## config.mk

```make
export PLATFORM = sky130hd
export DESIGN_NAME = servo_motion_sequencer
export DESIGN_NICKNAME = d
export VERILOG_FILES = /design/src/rtl/servo_pkg.sv /design/src/rtl/servo_frame_timer.sv /design/src/rtl/servo_motion_sequencer.sv
export SDC_FILE = /design/constraint.sdc
export NUM_CORES = 1
export LEC_CHECK = 0
export CELL_PAD_IN_SITES_DETAIL_PLACEMENT = 1
export CELL_PAD_IN_SITES_GLOBAL_PLACEMENT = 1
export CORE_MARGIN = 2
export CORE_UTILIZATION = 25
export DETAILED_ROUTE_END_ITERATION = 8
export PLACE_DENSITY = 0.51
export SYNTH_ARGS = -nofsm -noshare
export SYNTH_HDL_FRONTEND = slang
export SYNTH_SLANG_ARGS = --single-unit
```

## constraint.sdc

```tcl
create_clock -name clk -period 11.45 [get_ports clk]
set_clock_uncertainty 0.1 [all_clocks]
set_input_delay 2.29 -clock clk [delete_from_list [all_inputs] [get_ports clk]]
set_output_delay 2.29 -clock clk [all_outputs]
set_load 0.02 [all_outputs]
```

## src/rtl/servo_pkg.sv

```systemverilog
// servo_pkg
//   Shared definitions for the servo motion sequencer and the PWM serializer:
//   sequencer state encoding, duty-code width, default limits and the frame
//   length. Also carries the pure arithmetic helpers used by the sequencer
//   (target clamping and bounded slewing) so other channels can reuse them.
package servo_pkg;

    // Sequencer states
    typedef enum logic [1:0] {
        IDLE = 2'd0,
        RAMP = 2'd1,
        HOLD = 2'd2
    } servo_state_e;

    // Duty code width; codes 0..99 map onto a 1.0..~2.0 ms pulse
    localparam int DUTY_W = 7;

    // Limits shared with the serializer
    localparam int MAX_DUTY_DEFAULT  = 99;
    localparam int HOME_DUTY_DEFAULT = 50;

    // 20 ms at 100 MHz; the serializer window uses the same value
    localparam int PWM_FRAME_CYCLES  = 2000000;

    // Clamp a requested duty code to the upper limit
    function automatic logic [DUTY_W-1:0] clamp_duty(
        input logic [DUTY_W-1:0] code,
        input logic [DUTY_W-1:0] max_code
    );
        if (code > max_code) begin
            clamp_duty = max_code;
        end else begin
            clamp_duty = code;
        end
    endfunction

    // Move duty toward target by at most step codes, never past the target.
    // The difference is taken one bit wider than a duty code so it is signed.
    function automatic logic [DUTY_W-1:0] slew_duty(
        input logic [DUTY_W-1:0] duty,
        input logic [DUTY_W-1:0] target,
        input logic [DUTY_W-1:0] step
    );
        logic signed [DUTY_W:0] diff;
        logic        [DUTY_W:0] mag;
        logic        [DUTY_W:0] lim;
        diff = $signed({1'b0, target}) - $signed({1'b0, duty});
        if (diff[DUTY_W]) begin
            mag = $unsigned(-diff);
        end else begin
            mag = $unsigned(diff);
        end
        if (mag < {1'b0, step}) begin
            lim = mag;
        end else begin
            lim = {1'b0, step};
        end
        if (diff[DUTY_W]) begin
            slew_duty = DUTY_W'({1'b0, duty} - lim);
        end else begin
            slew_duty = DUTY_W'({1'b0, duty} + lim);
        end
    endfunction

endpackage

```

## src/rtl/servo_frame_timer.sv

```systemverilog
// servo_frame_timer
//   Free-running PWM frame counter. Counts 0..FRAME_CYCLES-1 and wraps.
//   frame_tick is high for exactly the cycle in which the count equals
//   FRAME_CYCLES-1. The tick is registered from the next-count value, so it
//   lines up with the count register without any combinational decode on
//   the output. The reset must be the same one that clears the serializer
//   so the two frame windows stay aligned.
//
// Ports
//   clk         in   system clock
//   reset       in   synchronous, active-high
//   frame_tick  out  one-cycle pulse on the last cycle of each frame
module servo_frame_timer
    import servo_pkg::*;
#(
    parameter int FRAME_CYCLES = PWM_FRAME_CYCLES
) (
    input  logic clk,
    input  logic reset,
    output logic frame_tick
);

    localparam int CNT_W = (FRAME_CYCLES > 1) ? $clog2(FRAME_CYCLES) : 1;
    localparam logic [CNT_W-1:0] LAST_C = CNT_W'(FRAME_CYCLES - 1);

    logic [CNT_W-1:0] cnt_r;
    logic [CNT_W-1:0] cnt_next_s;
    logic             tick_r;

    // Next count value with wrap at the end of the frame
    always_comb begin
        cnt_next_s = cnt_r;
        if (cnt_r == LAST_C) begin
            cnt_next_s = {CNT_W{1'b0}};
        end else begin
            cnt_next_s = cnt_r + CNT_W'(1);
        end
    end

    // Counter and registered tick (tick follows the count it belongs to)
    always_ff @(posedge clk) begin
        if (reset) begin
            cnt_r  <= {CNT_W{1'b0}};
            tick_r <= 1'b0;
        end else begin
            cnt_r  <= cnt_next_s;
            tick_r <= (cnt_next_s == LAST_C);
        end
    end

    assign frame_tick = tick_r;

endmodule

```

## src/rtl/servo_motion_sequencer.sv

```systemverilog
// servo_motion_sequencer
//   Sequences position commands for one servo channel. Commands (target duty
//   code plus dwell frames) arrive over valid/ready into a one-entry pending
//   slot. At each frame boundary the sequencer either loads the pending
//   command, slews duty_cycle toward the target by at most STEP codes, or
//   counts down the dwell. duty_cycle only changes on frame_tick edges so the
//   serializer never sees a mid-pulse update. abort drops the pending command
//   and returns to IDLE immediately, leaving the servo where it is.
//
// Ports
//   clk         in   system clock, 100 MHz
//   reset       in   synchronous, active-high
//   cmd_valid   in   command offered
//   cmd_ready   out  pending slot free (low during reset and abort)
//   cmd_target  in   target duty code (clamped to MAX_DUTY on accept)
//   cmd_hold    in   extra dwell frames at target (hold N -> N+1 frames)
//   abort       in   synchronous abort, holds current position
//   duty_cycle  out  registered duty code for the serializer
//   frame_tick  out  one-cycle pulse on the last cycle of each frame
//   busy        out  state != IDLE or pending slot full
//   done        out  one-cycle pulse when a command's dwell completes
module servo_motion_sequencer
    import servo_pkg::*;
#(
    parameter int FRAME_CYCLES = PWM_FRAME_CYCLES,
    parameter int STEP         = 4,
    parameter int HOME_DUTY    = HOME_DUTY_DEFAULT,
    parameter int MAX_DUTY     = MAX_DUTY_DEFAULT,
    parameter int HOLD_W       = 8
) (
    input  logic              clk,
    input  logic              reset,
    input  logic              cmd_valid,
    output logic              cmd_ready,
    input  logic [DUTY_W-1:0] cmd_target,
    input  logic [HOLD_W-1:0] cmd_hold,
    input  logic              abort,
    output logic [DUTY_W-1:0] duty_cycle,
    output logic              frame_tick,
    output logic              busy,
    output logic              done
);

    localparam logic [DUTY_W-1:0] STEP_C = DUTY_W'(STEP);
    localparam logic [DUTY_W-1:0] HOME_C = DUTY_W'(HOME_DUTY);
    localparam logic [DUTY_W-1:0] MAX_C  = DUTY_W'(MAX_DUTY);

    servo_state_e      state_r;
    logic [DUTY_W-1:0] duty_r;
    logic [HOLD_W-1:0] hold_cnt_r;
    logic [DUTY_W-1:0] act_target_r;
    logic [HOLD_W-1:0] act_hold_r;
    logic              pend_valid_r;
    logic [DUTY_W-1:0] pend_target_r;
    logic [HOLD_W-1:0] pend_hold_r;
    logic              done_r;

    logic              frame_tick_s;
    logic              xfer_s;
    logic [DUTY_W-1:0] slew_s;
    logic [DUTY_W-1:0] target_clamp_s;

    servo_frame_timer #(
        .FRAME_CYCLES (FRAME_CYCLES)
    ) u_frame_timer (
        .clk        (clk),
        .reset      (reset),
        .frame_tick (frame_tick_s)
    );

    // The slot is free only when empty; abort and reset both refuse new work
    assign cmd_ready = !pend_valid_r && !abort && !reset;
    assign xfer_s    = cmd_valid && cmd_ready;

    // Clamped command target and next slewed duty value
    always_comb begin
        target_clamp_s = clamp_duty(cmd_target, MAX_C);
        slew_s         = slew_duty(duty_r, act_target_r, STEP_C);
    end

    // Sequencer FSM, pending slot and registered outputs.
    // Loading and accepting never collide: a load needs a full slot, an
    // accept needs an empty one.
    always_ff @(posedge clk) begin
        if (reset) begin
            state_r       <= IDLE;
            duty_r        <= HOME_C;
            hold_cnt_r    <= {HOLD_W{1'b0}};
            act_target_r  <= HOME_C;
            act_hold_r    <= {HOLD_W{1'b0}};
            pend_valid_r  <= 1'b0;
            pend_target_r <= HOME_C;
            pend_hold_r   <= {HOLD_W{1'b0}};
            done_r        <= 1'b0;
        end else if (abort) begin
            // Stop where we are; no done pulse for an aborted command
            state_r      <= IDLE;
            pend_valid_r <= 1'b0;
            done_r       <= 1'b0;
        end else begin
            done_r <= 1'b0;
            if (xfer_s) begin
                pend_valid_r  <= 1'b1;
                pend_target_r <= target_clamp_s;
                pend_hold_r   <= cmd_hold;
            end
            if (frame_tick_s) begin
                case (state_r)
                    IDLE: begin
                        // Load only; the first step happens on the next tick
                        if (pend_valid_r) begin
                            act_target_r <= pend_target_r;
                            act_hold_r   <= pend_hold_r;
                            pend_valid_r <= 1'b0;
                            state_r      <= RAMP;
                        end
                    end
                    RAMP: begin
                        if (duty_r == act_target_r) begin
                            state_r    <= HOLD;
                            hold_cnt_r <= act_hold_r;
                        end else begin
                            duty_r <= slew_s;
                            if (slew_s == act_target_r) begin
                                state_r    <= HOLD;
                                hold_cnt_r <= act_hold_r;
                            end
                        end
                    end
                    HOLD: begin
                        if (hold_cnt_r == {HOLD_W{1'b0}}) begin
                            done_r <= 1'b1;
                            // Chain straight into a queued command
                            if (pend_valid_r) begin
                                act_target_r <= pend_target_r;
                                act_hold_r   <= pend_hold_r;
                                pend_valid_r <= 1'b0;
                                state_r      <= RAMP;
                            end else begin
                                state_r <= IDLE;
                            end
                        end else begin
                            hold_cnt_r <= hold_cnt_r - HOLD_W'(1);
                        end
                    end
                    default: begin
                        state_r <= IDLE;
                    end
                endcase
            end
        end
    end

    assign duty_cycle = duty_r;
    assign frame_tick = frame_tick_s;
    assign done       = done_r;
    assign busy       = (state_r != IDLE) || pend_valid_r;

endmodule

```

* Word-level counts from Yosys, hierarchy flattened
Index checks and enable logic that the tools add are counted.
** Cells by class
- Muxes and demuxes :: 27
- Bitwise gates (word level) :: 4
- Equal/unequal tests :: 10
- Reductions and logical operators :: 19
- Order comparisons :: 2
- Add/sub/neg operators :: 6
** Operators by type and width (count)
- 8-bit 2-to-1 mux :: 6
- 21-bit equality test (second input constant) :: 2
- 7-bit 2-to-1 mux :: 5
- 8-bit one-hot mux with 2 select lines :: 2
- 21-bit by 1-bit adder with 21-bit output (second input constant) :: 1
- 21-bit 2-to-1 mux :: 1
- 7-bit equality test :: 2
- 7-bit one-hot mux with 2 select lines :: 1
- 4-bit AND reduction :: 3
- 8-bit logical NOT :: 1
- 8-bit by 3-bit < comparator with 1-bit output (second input constant) :: 1
- 2-bit 2-to-1 mux :: 4
- 8-bit negator :: 1
- 7-bit by 7-bit subtractor with 8-bit output :: 1
- 8-bit by 1-bit subtractor with 8-bit output (second input constant) :: 1
- 7-bit adder :: 1
- 7-bit > comparator (second input constant) :: 1
- 7-bit subtractor :: 1
- 1-bit 2-to-1 mux :: 6
- 2-bit != test (second input constant) :: 3
- 2-bit one-hot mux with 3 select lines :: 1
- 2-bit nonzero test :: 3
- 5-bit AND reduction :: 1
- 1-bit inverter :: 4
- 11 further kinds :: 15
** Storage, ports and cells
- Register bits after elaboration :: 71
- Output and inout port bits :: 11
- Bits of input ports :: 19
- Word-level logic and storage cells :: 79

* Depth between registers and ports, before layout
Gate-level depths: netlist (run 1).
- Depth after elaboration :: 11
- Mapped depth :: 28
- Depth with buffers taken out :: 26

* Cells and area by module
From an unflattened synthesis (run 1), not the netlist that was laid out.
** Unflattened totals
- Cells, all modules :: 552
- Area total of the unflattened synthesis :: 4394.2 µm²
** Modules (own cells, without submodules)
- servo_motion_sequencer :: instances 1, area an instance 3108.0 µm², cells an instance 406, sequential area each 980.9 µm²
- servo_frame_timer :: instances 1, area an instance 1286.2 µm², cells an instance 146, sequential area each 440.4 µm²

* Least setup slack after synthesis (run 1)
Ideal clock, no wire load.
- Path kind :: flip-flop to flip-flop
- Start :: register duty_r[2] (netlist: duty_cycle[2])
- End :: register hold_cnt_r[2]
- Required time :: 11.217 ns
- Path buffers :: 3
- Period minus slack after synthesis :: 5.662 ns
- Path slack :: 5.788 ns
- Arrival :: 5.429 ns
- Setup time :: 0.133 ns
- Cell stages (with the launch flop) :: 28
- Cell sequence :: dfxtp_1 inv_1 ha_1 buf_6 and3b_4 nor2_4 o221ai_1 clkbuf_1 nor4_1 a31oi_1 a2111o_1 a211oi_1 inv_1 ha_1 nand2_1 o31ai_1 fa_1 nand2b_1 a21oi_1 a21o_1 a21oi_1 xnor2_1 xnor3_1 o41ai_2 and2b_1 buf_6 mux2i_1 a21oi_1
** On the way
- Cells in the longest elaborated chain, start to end :: 10
- Elaborated cells on any way between the ends :: 14
- Those cells by class :: 4 x add/sub; 1 x order compare; 3 x eq/ne; 5 x mux; 1 x reduce/logical
** Ends and longest elaborated chain
- from (decl) :: line servo_motion_sequencer.sv:49 : logic [DUTY_W-1:0] duty_r;
- from (signal assigned) :: line servo_motion_sequencer.sv:123 : duty_r <= slew_s;
- 7-bit by 7-bit subtractor with 8-bit output :: line servo_pkg.sv:47 : diff = $signed({1'b0, target}) - $signed({1'b0, duty});
- 8-bit negator :: line servo_pkg.sv:49 : mag = $unsigned(-diff);
- 8-bit 2-to-1 mux :: line servo_pkg.sv:48 : if (diff[DUTY_W]) begin
- 8-bit by 3-bit < comparator with 1-bit output :: line servo_pkg.sv:53 : if (mag < {1'b0, step}) begin
- 7-bit 2-to-1 mux :: line servo_pkg.sv:53
- 7-bit adder / 7-bit subtractor (equally long branches) :: line servo_pkg.sv:61, servo_pkg.sv:59
- 7-bit 2-to-1 mux :: line servo_pkg.sv:58 : if (diff[DUTY_W]) begin
- 7-bit equality test :: line servo_motion_sequencer.sv:124 : if (slew_s == act_target_r) begin
- 3-bit != test (no source line)
- 5-bit AND reduction (no source line)
- to (signal assigned) :: line servo_motion_sequencer.sv:121 : hold_cnt_r <= act_hold_r;
- to (signal assigned) :: line servo_motion_sequencer.sv:126 : hold_cnt_r <= act_hold_r;
- to (signal assigned) :: line servo_motion_sequencer.sv:143 : hold_cnt_r <= hold_cnt_r - HOLD_W'(1);
- to (decl) :: line servo_motion_sequencer.sv:50 : logic [HOLD_W-1:0] hold_cnt_r;
Several ways; a longest one is shown, not always the timed one.
A chain may end at the register's enable or synchronous reset.

* Final worst setup path (run 1)
Ends and elaborated chain as after synthesis.

==> impl_results.md, run 1 <==
- RD Place Congestion: between 0.7 and 0.8
- Fmax: 151 MHz
- Static leakage: 0.00199 uW
- WHS Endpoint: pend_target_r[2]
- Final-stage net count: around 570
- Cell area after synthesis: 0.00416 mm2
- Critical-path maximum fanout: 11
- Clk Latency, worst-skew pair: between 0.3 and 0.4 ns
- DR WL/cell: ~15 um
- First DRT Iteration DRCs: 86
- CTS Buffer Depth: 2
- Hold path cells: 2
- Initial DRT Pass Iterations: 4
- Post-route ant nets: 0
- Unrepaired setup endpoints after global routing: false
- Setup Buffers After CTS: 0
- GRT overflow: 0
- Via-to-Cell Ratio: 4.68
- M1 WL: approximately 5500 um
- CP Data Arrival Time: 6.70 ns
- Initial antenna violation count: 0
- Avg Inst Size Synth: 8.20 um2
- Asr flop ratio synth: 0%
- Filler cell count: 1905
- N_diodes: 0
- Relative slew slack: 40.5%
- Post-cts sizing count: 0
- Clock root buffer master: clkbuf_16
- Post-Syn Nets: between 500 and 600
- Setup violators final: 0
- Gate Count Post-Synth: between 500 and 600
- Length of routed met3 wiring: 265 um
- Register area: 0.00142 mm2
- Shortest period the worst path allows: between 6 and 7 ns
- EDFF count, synth: 0
- Fin crit share: 57.7%
- Global-route wire length before repair: 18400 um
- Slew Limit Fails: 0
- Register area share after synthesis: 34.2%
- Top Layer Used: met4
- CORE AREA: 0.0164 mm2
- Die Ht: 133 um
- Total Wirelength: ~11000 um
- PwrDens: 117 mW/mm2
- Startpoint Class: register
- Post-synthesis cell type count: 60
- Via Count: 3516
- Worst vdd ir: 0.0613 mV
- Clock-pin slew on the worst setup and hold paths: around 0.06 ns
- Largest net degree at the start of global routing: 54
- Synth Warn #: 0
- Setup CP Type: reg2reg
- Hold Fails Final Rpt: 0
- Setup TNS: 0 ns
- CTS tree: yes
- Tot GR Track Use: 13.0%
- FF-to-FF path depth: 23
- H-tree depth: 3
- Detailed Place HPWL: a little over 8000 um
- Post-synthesis register bit count: 71
- Routed wl met2: 4990 um
- R2r startpoint: duty_cycle[2]
- Num rows: 47
- Max-cap violations: 0
- DRC viols: 0
- Design Area, Final: 0.00494 mm2
- Req. time, crit path: between 10 and 15 ns
- Die width: 133 um
- Vias in the first global route: around 3600
- PortBufs: 29
- Register-to-register setup slack: 4.84 ns
- Top_reg_cell synth: dfxtp_1
- Hold_ws: between 0.3 and 0.4 ns
- Status: completed
- Hold_buf cts: 0
- Hold Path Origin: pend_target_r[2]
- Ratio of cells with drive above 1 in the final layout: approximately 6.4%
- Area growth from synthesis to layout: 18.9%
- Placed inst area: between 0.004 and 0.005 mm2
- Die area: 0.0177 mm2
- Worst-margin pin slew: 0.893 ns
- CTS sink cnt: 71
- Crit Reg-Reg Endpoint: hold_cnt_r[2]
- CP endpoint kind: register
- Hold Crit Class: reg2reg
- Initial core utilization: 25.3%
- Multi-input logic area: ~0.0025 mm2
- Num CTS Buffers: 9
- Io pins: 30
## per-layer routing
layer / up-vias / GRT usage [%]
li1: 1800 / -
met1: 1676 / 17.0
met2: 28 / 21.1
met3: 12 / 2.64
met4: 0 / 4.84
met5: - / 0
## worst max-delay path, cell delays in order (launching register included)
cell	delay, ns
dfxtp_1	0.40
inv_1	0.07
ha_1	0.46
and3b_4	0.29
nor2_4	0.07
o221ai_1	0.71
mux2_2	0.45
a2111o_1	0.45
a211oi_1	0.24
inv_1	0.08
ha_1	0.29
nand2_1	0.06
o31ai_1	0.12
fa_1	0.47
nand2b_1	0.16
a21oi_1	0.20
a21o_1	0.15
a21oi_1	0.07
xnor2_1	0.23
xnor3_1	0.26
o41ai_2	0.30
and2b_1	0.51
mux2i_1	0.25
a21oi_1	0.08
## registers in the layout, summed over array words and instances, names as in the netlist
| register | flops |
|---|---|
| hold_cnt_r | 8 |
| u_frame_timer.frame_tick | 1 |
| u_frame_timer.cnt_r | 21 |
| state_r | 2 |
| act_hold_r | 8 |
| pend_hold_r | 8 |
| duty_cycle | 7 |
| act_target_r | 7 |
| done | 1 |
| pend_valid_r | 1 |
| pend_target_r | 7 |
## area by class of cell
cell class / count / area share, %
Tap cell: 220 / 5.57
Clock buffer: 9 / 4.55
Inverter: 21 / 1.59
Timing Repair Buffer: 32 / 6.17
Sequential cell: 71 / 28.7
Multi-Input combinational cell: 391 / 51.4
Clock inverter: 7 / 1.92
## worst max-delay path by stage
stage	from	end	slack, ns
2_1_floorplan	duty_cycle[2]	hold_cnt_r[2]	5.79
3_3_place_gp	duty_cycle[2]	hold_cnt_r[2]	4.93
3_5_place_dp	duty_cycle[2]	hold_cnt_r[2]	4.75
4_1_cts	duty_cycle[2]	hold_cnt_r[2]	4.76
5_1_grt	duty_cycle[2]	hold_cnt_r[3]	4.32
6_report	duty_cycle[2]	hold_cnt_r[2]	4.84
## cell usage after synthesis, types with 6 or more instances
cell	number	share of area, %
nor3_1	10	1.2
nand2_1	51	4.6
clkbuf_1	19	1.7
xor2_1	13	2.7
xnor2_1	22	4.6
inv_1	21	1.9
a21oi_1	32	3.9
mux2i_1	19	4.6
o21ai_0	15	1.8
nand3_1	16	1.9
and3_1	7	1.1
ha_1	18	5.4
dfxtp_1	71	34
nand3b_1	6	1.1
nand4_1	8	1.2
or3_1	7	1.1
nand2b_1	14	2.1
a211o_1	7	1.5
nor2_1	72	6.5
## cell usage in the layout (no fill, tap or decap), types with 3 or more instances in the layout
cell type / Yosys / final
nor2_1: 72 / 72
dfxtp_1: 71 / 71
nand2_1: 51 / 51
a21oi_1: 32 / 32
clkdlybuf4s50_1: 0 / 28
xnor2_1: 22 / 22
inv_1: 21 / 21
mux2i_1: 19 / 19
ha_1: 18 / 18
nand3_1: 16 / 16
o21ai_0: 15 / 15
nand2b_1: 14 / 14
xor2_1: 13 / 13
nor3_1: 10 / 10
clkbuf_16: 0 / 9
nand4_1: 8 / 8
and3_1: 7 / 7
or3_1: 7 / 7
a211o_1: 7 / 7
nand3b_1: 6 / 6
a31oi_1: 5 / 5
nor2b_1: 5 / 5
a21o_1: 4 / 4
nor4_1: 4 / 4
nor3b_1: 3 / 3
a211oi_1: 3 / 3
nor4b_1: 3 / 3
o31ai_1: 3 / 3
or2_2: 3 / 3
and2_1: 3 / 3
o22ai_1: 3 / 3
## power breakdown
group / internal, uW / leakage [uW] / switching [uW]
Combinational: 9.48 / 0.00126 / 10.8
Clock: 191 / 0.000156 / 114
Sequential: 250 / 0.000574 / 2.16
Total: 451 / 0.00199 / 127
## per-stage QoR
step	setup WS (ns)	std cells	total power, uW	util [%]
finish	4.84	751	578	30.1
global route	4.32	751	604	30.1
CTS	4.76	750	591	30.1
detailed placement	4.75	734	278	28.2
global placement	4.93	734	278	28.2
floorplan	5.79	507	267	-
## logic make-up after synthesis
group                    count (synthesis)  synth area share (%)
buffers and inverters                   45                  4.66
XOR/XNOR                                37                  8.30
flip-flops                              71                  34.2
AO/OA/AOI/OAI                           92                  15.2
adder cells (fa/ha/maj)                 20                  6.38
AND/OR/NAND/NOR                        222                  26.4
multiplexers                            20                  4.84
Power figures use the tool's default switching activity.
==> inputs of run 2 (changes only) <==
==> constraint.sdc (replaced) <==
create_clock -name clk -period 6.4 [get_ports clk]
set_clock_uncertainty 0.1 [all_clocks]
set_input_delay 1.28 -clock clk [delete_from_list [all_inputs] [get_ports clk]]
set_output_delay 1.28 -clock clk [all_outputs]
set_load 0.02 [all_outputs]
==> impl_results.md, run 2 (synthesized netlist as in run 1, its figures left out) <==
- Global-route wire length before repair: 18400 um (about the same)
- R2r startpoint: act_target_r[0] (was duty_cycle[2])
- Setup TNS: 0 ns (unchanged)
- CP top delay family: compound AO/OA/AOI/OAI gates (unchanged)
- Slowest-stage cell, CP: a2111o_1 (was o221ai_1)
- Largest net degree at the start of global routing: 53 (was 54)
- Capture point of the worst path: hold_cnt_r[6] (was hold_cnt_r[2])
- Startpoint Class: register (unchanged)
- Num CTS Buffers: 9 (unchanged)
- CORE AREA: 0.0164 mm2 (unchanged)
- Tot GR Track Use: 13.0% (about the same)
- Post-route ant nets: 0 (unchanged)
- Beginning of the critical path: act_target_r[0] (was duty_cycle[2])
- Shortest period the worst path allows: 5.85 ns (was 6.61 ns)
- N_diodes: 0 (unchanged)
- Critical-path maximum fanout: 7 (was 11)
- CTS tree: yes (unchanged)
- Via Count: 3574 (was 3516)
- Total Wirelength: 11100 um (was 10900 um)
- Setup violators final: 0 (unchanged)
- Number of flip-flops in the largest register: 21 (unchanged)
- GRT overflow: 0 (unchanged)
- Die area: 0.0177 mm2 (unchanged)
- H-tree depth: 3 (unchanged)
- First DRT Iteration DRCs: 116 (was 86)
- Relative slew slack: 17.4% (was 40.5%)
- Die width: 133 um (unchanged)
- CP endpoint kind: register (unchanged)
- PortBufs: 29 (unchanged)
- Most frequent cells in the layout: 72 x nor2_1, 70 x dfxtp_1, 51 x nand2_1 (was 72 x nor2_1, 71 x dfxtp_1, 51 x nand2_1)
- Hold Fails Final Rpt: 0 (unchanged)
- Worst vdd ir: 0.138 mV (was 0.0613 mV)
- CP bufs+invs: 3 (was 2)
- Hold Crit Class: reg2reg (unchanged)
- Most flop-heavy register: u_frame_timer.cnt_r (unchanged)
- Worst-margin pin slew: 1.23 ns (was 0.893 ns)
- Initial antenna violation count: 0 (unchanged)
- Static leakage: 0.00201 uW (was 0.00199 uW)
- Max-cap violations: 0 (unchanged)
- Commonest non-fill, non-tap cell in the layout: nor2_1 (unchanged)
- Clock root buffer master: clkbuf_16 (unchanged)
- PwrDens: 204 mW/mm2 (was 117 mW/mm2)
- DR WL/cell: 14.7 um (was 14.6 um)
- CP Data Arrival Time: 5.96 ns (was 6.70 ns)
- CTS Buffer Depth: 2 (unchanged)
- Initial core utilization: 25.3% (unchanged)
- Crit Reg-Reg Endpoint: hold_cnt_r[6] (was hold_cnt_r[2])
- Via-to-Cell Ratio: 4.73 (was 4.68)
- Io pins: 30 (unchanged)
- Detailed Place HPWL: 8320 um (was 8110 um)
- RD Place Congestion: 0.753 (was 0.792)
- Register-to-register setup slack: 0.55 ns (was 4.84 ns)
- Num rows: 47 (unchanged)
- Total power: 1020 uW (was 578 uW)
- DRC viols: 0 (unchanged)
- CTS sink cnt: 71 (unchanged)
- Fin crit share: 91.4% (was 57.7%)
- Die Ht: 133 um (unchanged)
- Fmax: 171 MHz (was 151 MHz)
- Clock-pin slew on the worst setup and hold paths: 0.06 ns (about the same)
- Unrepaired setup endpoints after global routing: false (unchanged)
- FF-to-FF path depth: 25 (was 23)
- Req. time, crit path: 6.51 ns (was 11.55 ns)
- Ratio of cells with drive above 1 in the final layout: 7.85% (was 6.40%)
- Status: completed (unchanged)
- Vias in the first global route: 3693 (was 3607)
- Final-stage net count: 570 (was 565)
- Initial DRT Pass Iterations: 4 (unchanged)
- Area growth from synthesis to layout: 20.1% (was 18.9%)
- Setup CP Type: reg2reg (unchanged)
- Critical path depth: 25 (was 23)
- Slew Limit Fails: 0 (unchanged)
- Clk Latency, worst-skew pair: 0.34 ns (about the same)
- Delay of the slowest critical-path stage: 0.48 ns (was 0.71 ns)
==> run 2: cell count changes in the layout (fill, tap and decap cells not counted), moves of 2 or more <==
cell      previous run  this run
clkbuf_1             0         3
buf_4                2         8
clkinv_2             2         0
a21oi_2              0         2
inv_6                2         0
a21oi_1             32        30
==> run 2: layer usage <==
layer  wire length (um)  global-route usage, %  vias to the layer above
li1                   -                      -                     1812
met1               5520                   16.5                     1719
met2               5200                   21.9                       34
met3                269                   3.45                        9
met4                123                   3.58                        0
met5                  0                      0                        -
==> run 2: how the worst min path moves through the flow <==
stage | to | from | depth (start not counted) | slack, ns
global route | pend_hold_r[7] | pend_hold_r[7] | 2 | 0.38
CTS | pend_hold_r[7] | pend_hold_r[7] | 2 | 0.36
global placement | pend_target_r[6] | pend_target_r[6] | 2 | 0.35
finish | pend_hold_r[7] | pend_hold_r[7] | 2 | 0.35
floorplan | pend_target_r[2] | pend_target_r[2] | 2 | 0.33
detailed placement | pend_hold_r[7] | pend_hold_r[7] | 2 | 0.35
==> run 2: layout make-up <==
class	count	area (um2)
multi-input combinational	391	2570
timing repair buffer	37	345
clock buffer	12	236
tap	220	275
sequential	71	1420
clock inverter	3	68.8
inverter	21	78.8
fill	1949	11400
==> run 2: stage by stage <==
step	hold WS, ns	area, um2	util (%)	worst slack, ns	instances
finish	0.354	4990	30.4	0.553	755
global route	0.380	4990	30.4	0.0323	755
CTS	0.358	4960	30.2	0.146	754
detailed placement	0.350	4660	28.4	0.149	739
global placement	0.346	4660	28.4	0.321	739
floorplan	0.331	4160	-	0.738	507
==> run 2: power breakdown <==
| group | leakage [uW] | switching [uW] | total, uW | internal [uW] |
|---|---|---|---|---|
| clock network | 0.000147 | 191 | 531 | 340 |
| logic | 0.00129 | 19.3 | 36.3 | 17.0 |
| registers | 0.000573 | 4.02 | 451 | 447 |
| total | 0.00201 | 214 | 1020 | 805 |
==> run 2: tightest hold or removal path, delay by kind of cell (launching register included) <==
family / cells / cell delay (ns)
flip-flops: 1 / 0.31
AND/OR/NAND/NOR: 1 / 0.05
AO/OA/AOI/OAI: 1 / 0.05
==> run 2: timing repair <==
| item | CTS | global route |
|---|---|---|
| resized for setup | 0 | 8 |
| endpoints found under the setup margin | 0 | 8 |
| setup buffers | 0 | 1 |
| hold buffers | 0 | 0 |
==> inputs of run 3 (changes only) <==
--- a/config.mk
+++ b/config.mk
@@ -7,7 +7,6 @@
 export LEC_CHECK = 0
 export CELL_PAD_IN_SITES_DETAIL_PLACEMENT = 1
 export CELL_PAD_IN_SITES_GLOBAL_PLACEMENT = 1
-export CORE_MARGIN = 2
 export CORE_UTILIZATION = 25
 export DETAILED_ROUTE_END_ITERATION = 8
 export PLACE_DENSITY = 0.51
==> impl_results.md, run 3 (synthesized netlist as in run 1, its figures left out) <==
- CTS Buffer Depth: 2 (unchanged)
- CP endpoint kind: register (unchanged)
- Die Ht: 131 um (was 133 um)
- Initial DRT Pass Iterations: 4 (unchanged)
- Setup CP Type: reg2reg (unchanged)
- Slowest-stage cell, CP: a2111o_1 (unchanged)
- Setup TNS: 0 ns (unchanged)
- Post-route ant nets: 0 (unchanged)
- Length of routed met3 wiring: 295 um (was 269 um)
- Sw Ratio: 20.8% (was 21.0%)
- Hold Crit Class: reg2reg (unchanged)
- Seq pwr share: 44.4% (was 44.3%)
- Clk pwr share: 52.0% (was 52.1%)
- Critical Path, Cell by Cell: inv_1 -> ha_1 -> fa_2 -> xnor2_2 -> o221ai_2 -> nor3b_1 -> or3_4 -> a2111o_1 -> a211oi_1 -> inv_1 -> ha_1 -> nand2_1 -> o31ai_1 -> fa_1 -> nand2b_1 -> a21oi_2 -> a21o_1 -> a21oi_1 -> xnor2_1 -> xnor3_1 -> o41ai_4 -> and2b_4 -> mux2i_1 -> a21oi_1
- Area growth from synthesis to layout: 20.2% (was 20.1%)
- Core Util, Final: 31.1% (was 30.4%)
- Setup Buffers After CTS: 0 (unchanged)
- Clock root buffer master: clkbuf_16 (unchanged)
- Total power: 1020 uW (about the same)
- Unrepaired setup endpoints after global routing: false (unchanged)
- Shortest period the worst path allows: 5.93 ns (was 5.85 ns)
- Number of flip-flops in the largest register: 21 (unchanged)
- CP Data Arrival Time: 6.02 ns (was 5.96 ns)
- Fin crit share: 92.7% (was 91.4%)
- Static leakage: 0.00201 uW (about the same)
- Worst vdd ir: 0.137 mV (was 0.138 mV)
- N_diodes: 0 (unchanged)
- Die area: 0.0172 mm2 (was 0.0177 mm2)
- Routed wl met2: 4950 um (was 5200 um)
- Initial antenna violation count: 0 (unchanged)
- DRC viols: 0 (unchanged)
- CTS sink cnt: 71 (unchanged)
- GRT overflow: 0 (unchanged)
- Global-route wire length before repair: 17500 um (was 18400 um)
- Num rows: 46 (was 47)
- Via Count: 3548 (was 3574)
- Status: completed (unchanged)
- Ratio of cells with drive above 1 in the final layout: 7.85% (unchanged)
- Setup WS post-layout: 0.470 ns (was 0.553 ns)
- Die width: 131 um (was 133 um)
- Initial core utilization: 25.9% (was 25.3%)
- DR WL/cell: 14.3 um (was 14.7 um)
- Critical-path maximum fanout: 6 (was 7)
- Clock-pin slew on the worst setup and hold paths: 0.06 ns (about the same)
- PortBufs: 29 (unchanged)
- RD Place Congestion: 0.812 (was 0.753)
- Commonest non-fill, non-tap cell in the layout: nor2_1 (unchanged)
- Num CTS Buffers: 9 (unchanged)
- Via-to-Cell Ratio: 4.72 (was 4.73)
- Delay of the slowest critical-path stage: 0.48 ns (about the same)
- H-tree depth: 3 (unchanged)
- Total Wirelength: 10700 um (was 11100 um)
- Detailed Place HPWL: 7950 um (was 8320 um)
- Startpoint Class: register (unchanged)
- Most flop-heavy register: u_frame_timer.cnt_r (unchanged)
- Relative slew slack: 26.3% (was 17.4%)
- Largest net degree at the start of global routing: 53 (unchanged)
- Fmax: 169 MHz (was 171 MHz)
- Tot GR Track Use: 13.3% (was 13.0%)
- Slew Limit Fails: 0 (unchanged)
- Max-cap violations: 0 (unchanged)
- CTS tree: yes (unchanged)
- Vias in the first global route: 3508 (was 3693)
- Hold_ws: 0.359 ns (was 0.354 ns)
- Req. time, crit path: 6.49 ns (was 6.51 ns)
- Clk Latency, worst-skew pair: 0.34 ns (about the same)
- Logic pwr share: 3.6% (about the same)
- PwrDens: 203 mW/mm2 (was 204 mW/mm2)
- Most frequent cells in the layout: 72 x nor2_1, 71 x dfxtp_1, 51 x nand2_1 (was 72 x nor2_1, 70 x dfxtp_1, 51 x nand2_1)
- Io pins: 30 (unchanged)
- Filler cell count: 1902 (was 1949)
- First DRT Iteration DRCs: 122 (was 116)
- Psw: 212 uW (was 214 uW)
- M1 WL: 5330 um (was 5520 um)
- Worst-margin pin slew: 1.10 ns (was 1.23 ns)
- Pre-CTS WS: 0.0447 ns (was 0.149 ns)
- Top Layer Used: met4 (unchanged)
- Internal power: 804 uW (was 805 uW)
- Setup violators final: 0 (unchanged)
- Hold Fails Final Rpt: 0 (unchanged)
- CORE AREA: 0.0161 mm2 (was 0.0164 mm2)
- Final-stage net count: 569 (was 570)
==> run 3: cell count changes in the layout (fill, tap and decap cells not counted), sizes merged <==
| cell | before | now |
|---|---|---|
| and2b | 1 | 2 |
| clkinvlp | 0 | 2 |
| clkinv | 1 | 2 |
| buf | 9 | 7 |
| clkbuf | 12 | 10 |
==> run 3: stage by stage <==
stage,cell area (um2),std cells
finish,5000,751
global placement,4640,734
floorplan,4160,507
CTS,4960,750
detailed placement,4640,734
global route,5000,751
==> run 3: power groups by stage <==
| stage | Sequential (uW) | Clock [uW] | Combinational (uW) |
|---|---|---|---|
| 3_5_place_dp | 461 | 0 | 37.1 |
| 6_report | 451 | 528 | 36.2 |
| 4_1_cts | 451 | 550 | 37.3 |
| 3_3_place_gp | 461 | 0 | 37.1 |
| 2_1_floorplan | 460 | 0 | 18.4 |
| 5_1_grt | 452 | 565 | 40.5 |
==> run 3: area by class of cell <==
type	instances	area, um2	area share (%)
repair buffers	35	330	6.61
clock buffers	10	229	4.58
inverters	21	78.8	1.58
clock inverters	6	85.1	1.70
well taps	216	270	5.41
multi-input cells	392	2580	51.7
flip-flops and latches	71	1420	28.4
==> run 3: critical path, delay by kind of cell, from the launching register on <==
family	cells	cell delay [ns]
DFF	1	0.36
xor gates and xnor gates	3	0.83
adders and majority gates	4	1.32
AOI/OAI and AO/OA	9	1.72
muxes	1	0.20
and+or+nand+nor	5	1.12
buffers and inverters	2	0.12
==> run 3: routing by layer <==
layer  vias to the layer above  GRT usage [%]
met5                         -              0
met4                         0           3.65
li1                       1810              -
met3                        12           3.91
met2                        36           22.0
met1                      1690           16.7
==> run 3: repair_timing <==
action | in CTS | in global routing
pin swaps | 0 | 2
gates resized for setup | 1 | 8
hold buffers | 0 | 0
endpoints found under the setup margin | 1 | 8
gates cloned | 0 | 1
==> run 3: path summary, 6_finish.rpt <==
kind                                       start          endpoint  slack [ns]  cells after the start
worst max-delay path             act_target_r[0]     hold_cnt_r[2]        0.47                     24
worst min-delay path            pend_target_r[2]  pend_target_r[2]        0.36                      2
worst max register to register   act_target_r[0]     hold_cnt_r[2]        0.47                     24
worst min register to register  pend_target_r[2]  pend_target_r[2]        0.36                      2
